--- src/rtl/cpu_pkg.sv ---
// rtl/cpu_pkg.sv - shared pipeline-control types, constants and strobe helpers
//
// Purpose : common definitions for the pipeline hazard controller.
// Contents: state_e   - sequencer state encoding (RUN / MC)
//           REG_W     - default register-specifier width
//           NOP_INSTR - instruction word a flushed pipeline register holds
//           ctrl_t    - bundle of per-stage enable/flush strobes
//           ctrl_run / ctrl_reset - canonical strobe sets
package cpu_pkg;

    typedef enum logic {
        ST_RUN = 1'b0,
        ST_MC  = 1'b1
    } state_e;

    localparam int REG_W = 5;

    // A flushed register holds an all-zero word with its write-enable cleared,
    // so it retires without touching architectural state.
    localparam logic [31:0] NOP_INSTR = 32'h0000_0000;

    typedef struct packed {
        logic pc_en;
        logic ifid_en;
        logic ifid_flush;
        logic idex_en;
        logic idex_flush;
        logic exwb_en;
        logic exwb_flush;
        logic mc_busy;
        logic mc_done;
    } ctrl_t;

    // Free-running pipeline: every stage advances, nothing is squashed.
    function automatic ctrl_t ctrl_run();
        ctrl_t c;
        c            = '0;
        c.pc_en      = 1'b1;
        c.ifid_en    = 1'b1;
        c.idex_en    = 1'b1;
        c.exwb_en    = 1'b1;
        return c;
    endfunction

    // Held in reset: nothing loads, every stage is cleared to NOP.
    function automatic ctrl_t ctrl_reset();
        ctrl_t c;
        c            = '0;
        c.ifid_flush = 1'b1;
        c.idex_flush = 1'b1;
        c.exwb_flush = 1'b1;
        return c;
    endfunction

endpackage

--- src/rtl/pipe_hazard_ctrl_hazard_detect.sv ---
// rtl/pipe_hazard_ctrl_hazard_detect.sv - combinational load-use hazard compare
//
// Purpose: flags when the instruction in ID reads a register that the load in
//          EX has not yet produced.
// Ports  : id_rs/id_rt, id_uses_rs/id_uses_rt - ID source operands
//          ex_rd, ex_we, ex_is_load           - EX destination info
//          load_use                           - hazard present (comb)
module hazard_detect #(
    parameter int REG_W = 5
) (
    input  logic [REG_W-1:0] id_rs,
    input  logic [REG_W-1:0] id_rt,
    input  logic             id_uses_rs,
    input  logic             id_uses_rt,
    input  logic [REG_W-1:0] ex_rd,
    input  logic             ex_we,
    input  logic             ex_is_load,
    output logic             load_use
);

    logic rs_match;
    logic rt_match;

    assign rs_match = id_uses_rs && (id_rs == ex_rd);
    assign rt_match = id_uses_rt && (id_rt == ex_rd);

    // R0 is hard-wired to zero, so a load targeting it never creates a dependency.
    assign load_use = ex_is_load && ex_we && (ex_rd != '0) && (rs_match || rt_match);

endmodule

--- src/rtl/pipe_hazard_ctrl.sv ---
// rtl/pipe_hazard_ctrl.sv - pipeline register sequencer with hazard handling
//
// Purpose: drives enable/flush strobes for IF_ID, ID_EX, EX_WB and the PC,
//          handling load-use bubbles, taken-branch squashes and multi-cycle
//          EX operations; counts stalled cycles (saturating).
// Ports  : clk, rst (sync, active-low)
//          id_*  - ID operand info      ex_* - EX instruction info
//          pc_en, ifid_en/flush, idex_en/flush, exwb_en/flush - stage strobes
//          mc_busy, mc_done - multi-cycle status
//          stall_cnt        - cycles with the PC held
module pipe_hazard_ctrl #(
    parameter int MC_LAT = 4,
    parameter int REG_W  = cpu_pkg::REG_W,
    parameter int CNT_W  = 16
) (
    input  logic             clk,
    input  logic             rst,
    input  logic [REG_W-1:0] id_rs,
    input  logic [REG_W-1:0] id_rt,
    input  logic             id_uses_rs,
    input  logic             id_uses_rt,
    input  logic [REG_W-1:0] ex_rd,
    input  logic             ex_we,
    input  logic             ex_is_load,
    input  logic             ex_branch_taken,
    input  logic             ex_mc_start,
    output logic             pc_en,
    output logic             ifid_en,
    output logic             ifid_flush,
    output logic             idex_en,
    output logic             idex_flush,
    output logic             exwb_en,
    output logic             exwb_flush,
    output logic             mc_busy,
    output logic             mc_done,
    output logic [CNT_W-1:0] stall_cnt
);

    import cpu_pkg::*;

    // A one-cycle op needs no extra EX occupancy, so the MC path is disabled.
    localparam logic       MC_EN   = (MC_LAT > 1);
    // The start cycle counts toward the latency and the last MC cycle is mc_cnt==0.
    localparam logic [3:0] MC_INIT = 4'(MC_LAT - 2);

    state_e           state_q, state_d;
    logic [3:0]       mc_cnt_q, mc_cnt_d;
    logic [CNT_W-1:0] stall_cnt_q, stall_cnt_d;
    ctrl_t            ctrl;
    logic             load_use;
    logic             mc_start;

    hazard_detect #(
        .REG_W (REG_W)
    ) u_hazard_detect (
        .id_rs      (id_rs),
        .id_rt      (id_rt),
        .id_uses_rs (id_uses_rs),
        .id_uses_rt (id_uses_rt),
        .ex_rd      (ex_rd),
        .ex_we      (ex_we),
        .ex_is_load (ex_is_load),
        .load_use   (load_use)
    );

    assign mc_start = ex_mc_start && MC_EN;

    always_ff @(posedge clk) begin
        if (!rst) begin
            state_q     <= ST_RUN;
            mc_cnt_q    <= '0;
            stall_cnt_q <= '0;
        end else begin
            state_q     <= state_d;
            mc_cnt_q    <= mc_cnt_d;
            stall_cnt_q <= stall_cnt_d;
        end
    end

    always_comb begin
        state_d  = state_q;
        mc_cnt_d = mc_cnt_q;
        case (state_q)
            ST_RUN: begin
                if (mc_start) begin
                    state_d  = ST_MC;
                    mc_cnt_d = MC_INIT;
                end
            end
            ST_MC: begin
                if (mc_cnt_q != 4'd0) begin
                    mc_cnt_d = mc_cnt_q - 4'd1;
                end else begin
                    state_d = ST_RUN;
                end
            end
            default: begin
                state_d  = ST_RUN;
                mc_cnt_d = '0;
            end
        endcase

        stall_cnt_d = stall_cnt_q;
        if (!ctrl.pc_en && (stall_cnt_q != {CNT_W{1'b1}})) begin
            stall_cnt_d = stall_cnt_q + 1'b1;
        end
    end

    always_comb begin
        ctrl = ctrl_run();
        if (!rst) begin
            ctrl = ctrl_reset();
        end else begin
            case (state_q)
                ST_RUN: begin
                    if (mc_start) begin
                        // Upstream advances normally; EX_WB waits for the result.
                        ctrl.exwb_en    = 1'b0;
                        ctrl.exwb_flush = 1'b1;
                    end else if (ex_branch_taken) begin
                        // Squashing ID makes any load-use hazard moot.
                        ctrl.ifid_flush = 1'b1;
                        ctrl.idex_flush = 1'b1;
                    end else if (load_use) begin
                        ctrl.pc_en      = 1'b0;
                        ctrl.ifid_en    = 1'b0;
                        ctrl.idex_flush = 1'b1;
                    end
                end
                ST_MC: begin
                    // EX is frozen, so branch/load-use are re-evaluated back in RUN.
                    ctrl.pc_en   = 1'b0;
                    ctrl.ifid_en = 1'b0;
                    ctrl.idex_en = 1'b0;
                    ctrl.mc_busy = 1'b1;
                    if (mc_cnt_q != 4'd0) begin
                        ctrl.exwb_en    = 1'b0;
                        ctrl.exwb_flush = 1'b1;
                    end else begin
                        ctrl.mc_done = 1'b1;
                    end
                end
                default: ctrl = ctrl_reset();
            endcase
        end
    end

    assign pc_en      = ctrl.pc_en;
    assign ifid_en    = ctrl.ifid_en;
    assign ifid_flush = ctrl.ifid_flush;
    assign idex_en    = ctrl.idex_en;
    assign idex_flush = ctrl.idex_flush;
    assign exwb_en    = ctrl.exwb_en;
    assign exwb_flush = ctrl.exwb_flush;
    assign mc_busy    = ctrl.mc_busy;
    assign mc_done    = ctrl.mc_done;
    assign stall_cnt  = stall_cnt_q;

endmodule

--- config.mk ---
export PLATFORM = sky130hd
export DESIGN_NAME = pipe_hazard_ctrl
export DESIGN_NICKNAME = d
export VERILOG_FILES = /design/src/rtl/cpu_pkg.sv /design/src/rtl/pipe_hazard_ctrl_hazard_detect.sv /design/src/rtl/pipe_hazard_ctrl.sv
export SDC_FILE = /design/constraint.sdc
export NUM_CORES = 1
export LEC_CHECK = 0
export CORE_AREA = 8 8 57 95
export CTS_BUF_LIST = sky130_fd_sc_hd__clkbuf_8
export CTS_CLUSTER_DIAMETER = 80
export DETAILED_ROUTE_END_ITERATION = 10
export DIE_AREA = 0 0 65 103
export GPL_TIMING_DRIVEN = 0
export PLACE_DENSITY = 0.64
export SYNTH_ARGS = -nofsm -noshare
export SYNTH_HDL_FRONTEND = slang
export SYNTH_SLANG_ARGS = --single-unit
--- constraint.sdc ---
create_clock -name clk -period 3.58 [get_ports clk]
set_clock_uncertainty 0.2 [all_clocks]
set_input_delay 0.537 -clock clk [delete_from_list [all_inputs] [get_ports clk]]
set_output_delay 0.537 -clock clk [all_outputs]
set_load 0.05 [all_outputs]
; ---- After elaboration in Yosys (flattened, before gate mapping)
; Cells that the tools add are included.
; Widths: inputs -> output; s select.
[word_totals]
in_bits = 23
out_inout_bits = 25
wordCells = 45
ff_bits = 21
[classes]
n_mux = 23
bitwise_logic = 1
n_addsub = 2
n_eq_ne = 5
reduce_logical = 11
[ops]
columns = operator, n
row1 = $add 16x1->16 const B, 1
row2 = $ne 16x16->1 const B, 1
row3 = $eq 5x5->1, 2
row4 = $mux 1, 10
row5 = $mux 2, 5
row6 = $mux 9, 1
row7 = $mux 4, 2
row8 = $pmux 2 s2, 2
row9 = $pmux 4 s2, 1
row10 = $logic_and 1x1->1, 6
row11 = $reduce_bool 5->1, 1
row12 = $reduce_bool 4->1, 1
row13 = $sub 4x1->4 const B, 1
row14 = $mux 3, 1
row15 = $ne 2x1->1 const B, 1
row16 = $ne 2x2->1 const B, 1
row17 = $pmux 1 s2, 1
row18 = $reduce_and 2->1, 1
row19 = $logic_not 1->1, 1
row20 = $logic_or 1x1->1, 1
row21 = $not 1->1, 1

; ---- Longest topological paths before layout
[depth]
ltp_word = 11
depth_mapped = 9
depth_no_buf = 7

; ---- Cells and area by module
; From an unflattened synthesis, not the netlist that was laid out.
[unflattened]
hier_cells = 156
area_unflattened_um2 = 1296.2
[modules_own_cells]
columns = mod, seq_area_each_um2, area_per_inst_um2, n_inst, cells_each
row1 = pipe_hazard_ctrl, 420.4, 1161.1, 1, 139
row2 = hazard_detect, 0.0, 135.1, 1, 17

; ---- Worst setup path after synthesis
; OpenSTA, ideal clock, no wires.
[synth_path]
path_type = input -> output
start = input port ex_rd[0]
end = output port pc_en
t_arrival_ns = 2.105
cell_stages = 8
required_ns = 2.843
slack_ns = 0.738
path_buffers = 3
path_cell_list = nor3_1 nand2_1 and4_1 a211o_4 inv_2 buf_6 buf_2 buf_4
[synth_between]
elab_chain_len = 9
word_cells_on_any_way = 13
classes_between = eq/ne: 2 / mux: 5 / reduce/logical: 6
[synth_lines]
columns = element, line
row1 = from (decl), pipe_hazard_ctrl.sv:22  ; input logic [REG_W-1:0] ex_rd,
row2 = "$eq 5x5->1, on equally long branches", "pipe_hazard_ctrl_hazard_detect.sv:24, pipe_hazard_ctrl_hazard_detect.sv:25"
row3 = "$logic_and 1x1->1, on equally long branches", "pipe_hazard_ctrl_hazard_detect.sv:24, pipe_hazard_ctrl_hazard_detect.sv:25"
row4 = $logic_or 1x1->1, pipe_hazard_ctrl_hazard_detect.sv:28  ; assign load_use = ex_is_load && ex_we && (ex_rd != '0) && (rs_match || rt_match);
row5 = $logic_and 1x1->1 (*), pipe_hazard_ctrl_hazard_detect.sv:28
row6 = $mux 2 (*), pipe_hazard_ctrl.sv:124  ; end else if (load_use) begin
row7 = $mux 2 (*), pipe_hazard_ctrl.sv:120  ; end else if (ex_branch_taken) begin
row8 = $mux 3 (*), pipe_hazard_ctrl.sv:116  ; if (mc_start) begin
row9 = $pmux 2 s2 (*), pipe_hazard_ctrl.sv:114  ; case (state_q)
row10 = $mux 9 (*), pipe_hazard_ctrl.sv:111  ; if (!rst) begin
row11 = to (decl), pipe_hazard_ctrl.sv:27  ; output logic pc_en,
; Every way passes the cells marked *; elsewhere a longest branch is shown, timed or not.

; ---- Worst setup path in the final report
[layout_path]
start = input port ex_rd[2]
end = output port idex_flush
[layout_between]
elab_chain_len = 9
word_cells_on_any_way = 13
classes_between = eq/ne: 2 / mux: 5 / reduce/logical: 6
[layout_lines]
columns = element, line
row1 = "$eq 5x5->1, on equally long branches", "pipe_hazard_ctrl_hazard_detect.sv:24, pipe_hazard_ctrl_hazard_detect.sv:25"
row2 = "$logic_and 1x1->1, on equally long branches", "pipe_hazard_ctrl_hazard_detect.sv:24, pipe_hazard_ctrl_hazard_detect.sv:25"
row3 = $logic_or 1x1->1, pipe_hazard_ctrl_hazard_detect.sv:28
row4 = $logic_and 1x1->1 (*), pipe_hazard_ctrl_hazard_detect.sv:28
row5 = $mux 1 (*), pipe_hazard_ctrl.sv:124
row6 = $mux 1 (*), pipe_hazard_ctrl.sv:120
row7 = $mux 1 (*), pipe_hazard_ctrl.sv:116
row8 = $mux 1 (*), pipe_hazard_ctrl.sv:114
row9 = $mux 9 (*), pipe_hazard_ctrl.sv:111
row10 = to (decl), pipe_hazard_ctrl.sv:31  ; output logic idex_flush,
; Marked as above.

==> qor.txt <==
Initial Util: 32.5%
worst vdd ir: 0.197 mV
most common flop cell mapped by yosys: dfxtp_1
Ports: 48
Reg clk slew, reported paths: 0.08 ns
Crit path buffers/inverters: 2
EDFF count, synth: 0
Worst Max-Slew Pin Slew: 0.520 ns
total gr overflow: 0
post-synthesis cell count: 165
routed length per instance: 15.4 um
number of CTS-inserted buffers: 3
Syn Nets: 190
Startpoint Class: input port
CTS tree: done
PD cells: 301 nW/um2
worst r2r path cells: 7
crit end category: output pin
Clock Power Share: 27.6%
Routed WL: 4060 um
crit-path cells: clkdlybuf4s50_1 > xnor2_1 > nand4_1 > o22ai_2 > a31o_2 > clkdlybuf4s50_1
core area: 4070 um2
drt initial violations: 50
total power: 0.565 mW
antenna violations before repair: 0
worst path arrival time: 2.59 ns
WS Path Type: in -> out
most frequent cells after synthesis: 21 x dfxtp_1, 15 x nand2_1, 13 x nand3_1
Inst Count DP: 260
Synth area leader: dfxtp_1
Net Sw Power: 0.180 mW
ratio of cells with drive above 1 in the final layout: 7.01%
area occupied by multi-input gates: 823 um2
sequential cell fraction of total power: 43.7%
Max Slew Vio Count: 0
TNS Setup: 0 ns
post-synth top area share: 31.7%
Rows: 31
Die H: 103 um
Antenna diodes: 0
Setup violations, final: 0
Total GRT Usage: 12.8%
vias in the first global route: 1433
Max Cap Viol: 0
unrepaired setup endpoints after global routing: false
CP dominant cell by count: clkdlybuf4s50_1
Num Clock Sinks: 21
CP delay by family, top: buffers and inverters
Mean Syn Cell Area: 8.03 um2
Fin. Hold Viols: 0
Syn. warnings: 0
fmax: 300 MHz
Final min period: 3.33 ns
final net count: 240
final worst-path cycle share: 93.1%
register area: 420 um2
HP Class: reg -> reg
Synth cell types: 38
Sw Share: 31.8%
CP max-delay cell: clkdlybuf4s50_1
internal cell power: 0.386 mW
Async S/R FF share, synth: 0%
worst hold margin: 0.287 ns
leakage: 0.657 nW
Via density: 5.38
fill cell total of the finished layout: 418
final core occ: 46.1%
critical path depth in cells: 6
most frequent cell after synthesis: dfxtp_1
HPWL after DPL: 3200 um
Slew Limit Headroom: 65.2%
Port Buffer Count: 46
max incr delay on CP: 0.79 ns
total number of vias: 1416
area delta synth->final: 41.8%
ANT nets after route: 0
cts hold-fix bufs: 0
root buffer cell: clkbuf_8
Synth area leaders: dfxtp_1 32%, xnor2_1 6.6%, nand3_1 4.9%
#FFs+latches synth: 21
combinational share of power: 28.7%
Die Wd: 65 um
H-tree depth: 1
Die ar.: 6700 um2
first-pass iteration count of the detailed router: 4
Residual DRC: 0
global placer's final weighted congestion: 0.818
Worst EP required: 2.84 ns
register area share after synthesis: 31.7%
synthesized cell area: 1330 um2
Skew-Pair Late Insertion Delay: 0.26 ns
first-pass GRT wire length: 6790 um
largest net degree at the start of global routing: 12
Crit Path Max Fanout: 3
CTS Buffer Depth: 2
status: finished, final reports clean
hold depth: 2
Post-Layout Cell Count: 263
[state kept, by name (all words and copies together), names as in the netlist]
register,count
stall_cnt,16
state_q,1
mc_cnt_q,4
[worst min-delay path: cells and delay by family (launching register included)]
kind             cells  cell delay (ns)
flip-flops           1             0.33
AND/OR/NAND/NOR      1             0.06
multiplexers         1             0.05
[cells by family after synthesis]
| logic type | Yosys count | synth area share [%] |
|---|---|---|
| AO/OA/AOI/OAI | 33 | 17.6 |
| buffers and inverters | 16 | 6.14 |
| multiplexers | 5 | 3.78 |
| adder cells (fa/ha/maj) | 2 | 1.89 |
| XOR/XNOR | 10 | 6.61 |
| flip-flops | 21 | 31.7 |
| AND/OR/NAND/NOR | 78 | 32.3 |
[routing by layer]
metal	vias up	GRT usage (%)	share of wire, %
li1	697	-	-
met1	650	13.6	41
met2	57	22.3	50
met3	12	2.29	5.1
met4	0	8.45	3.9
met5	-	0	0
[worst paths after layout]
check / endpoint / startpoint / slack [ns]
max: idex_flush / ex_rd[2] / 0.25
max reg2reg: stall_cnt[4]$_SDFFE_PN0P_ / stall_cnt[3]$_SDFFE_PN0P_ / 1.10
min: stall_cnt[10]$_SDFFE_PN0P_ / stall_cnt[10]$_SDFFE_PN0P_ / 0.29
min reg2reg: stall_cnt[10]$_SDFFE_PN0P_ / stall_cnt[10]$_SDFFE_PN0P_ / 0.29
[power by group through the flow]
stage          registers (mW)  clock network (mW)  logic, mW
6_report                0.247               0.156      0.162
2_1_floorplan           0.261                   0     0.0932
4_1_cts                 0.247               0.159      0.166
5_1_grt                 0.248               0.173      0.176
3_3_place_gp            0.252                   0      0.166
3_5_place_dp            0.253                   0      0.167
[placed cells by master, fill, tap and decap left out, types with 2 or more instances in the layout]
cell,Yosys,layout
clkdlybuf4s50_1,0,44
dfxtp_1,21,21
nand2_1,15,15
nand3_1,13,13
a21oi_1,12,12
xnor2_1,10,10
nor2_1,8,8
nand2b_1,7,7
inv_1,5,6
nor3_1,5,5
and3_1,5,5
o31ai_1,5,5
or4_1,5,5
mux2i_1,5,5
nor4_1,5,5
clkbuf_1,4,4
nor2b_1,4,4
o21ai_0,4,4
nand4_1,3,3
and2_1,3,3
o21a_1,3,3
clkbuf_8,0,3
and4_1,2,2
buf_6,2,2
buf_2,2,2
o31a_1,2,2
ha_1,2,2
buf_4,1,2
[stage by stage]
step                      worst slack, ns  instance area, um2
after floorplan                     0.738                1330
after global placement             -0.470                1850
after detailed placement           -0.473                1850
after CTS                          0.0488                1890
after global routing                0.106                1880
final                               0.248                1880
[cell type report]
class	count	area share (%)
Multi-Input combinational cell	128	43.8
Timing Repair Buffer	46	24.1
Sequential cell	21	22.4
Tap cell	49	3.26
Buffer	9	2.86
Clock buffer	3	2.20
Inverter	6	1.20
Clock inverter	1	0.200
[timing repair]
item                       4_1_cts  5_1_grt
resized for setup                7        2
setup endpoints to repair        2        2
setup buffers                    0        0
No activity file was read; power rests on OpenSTA's default activity.
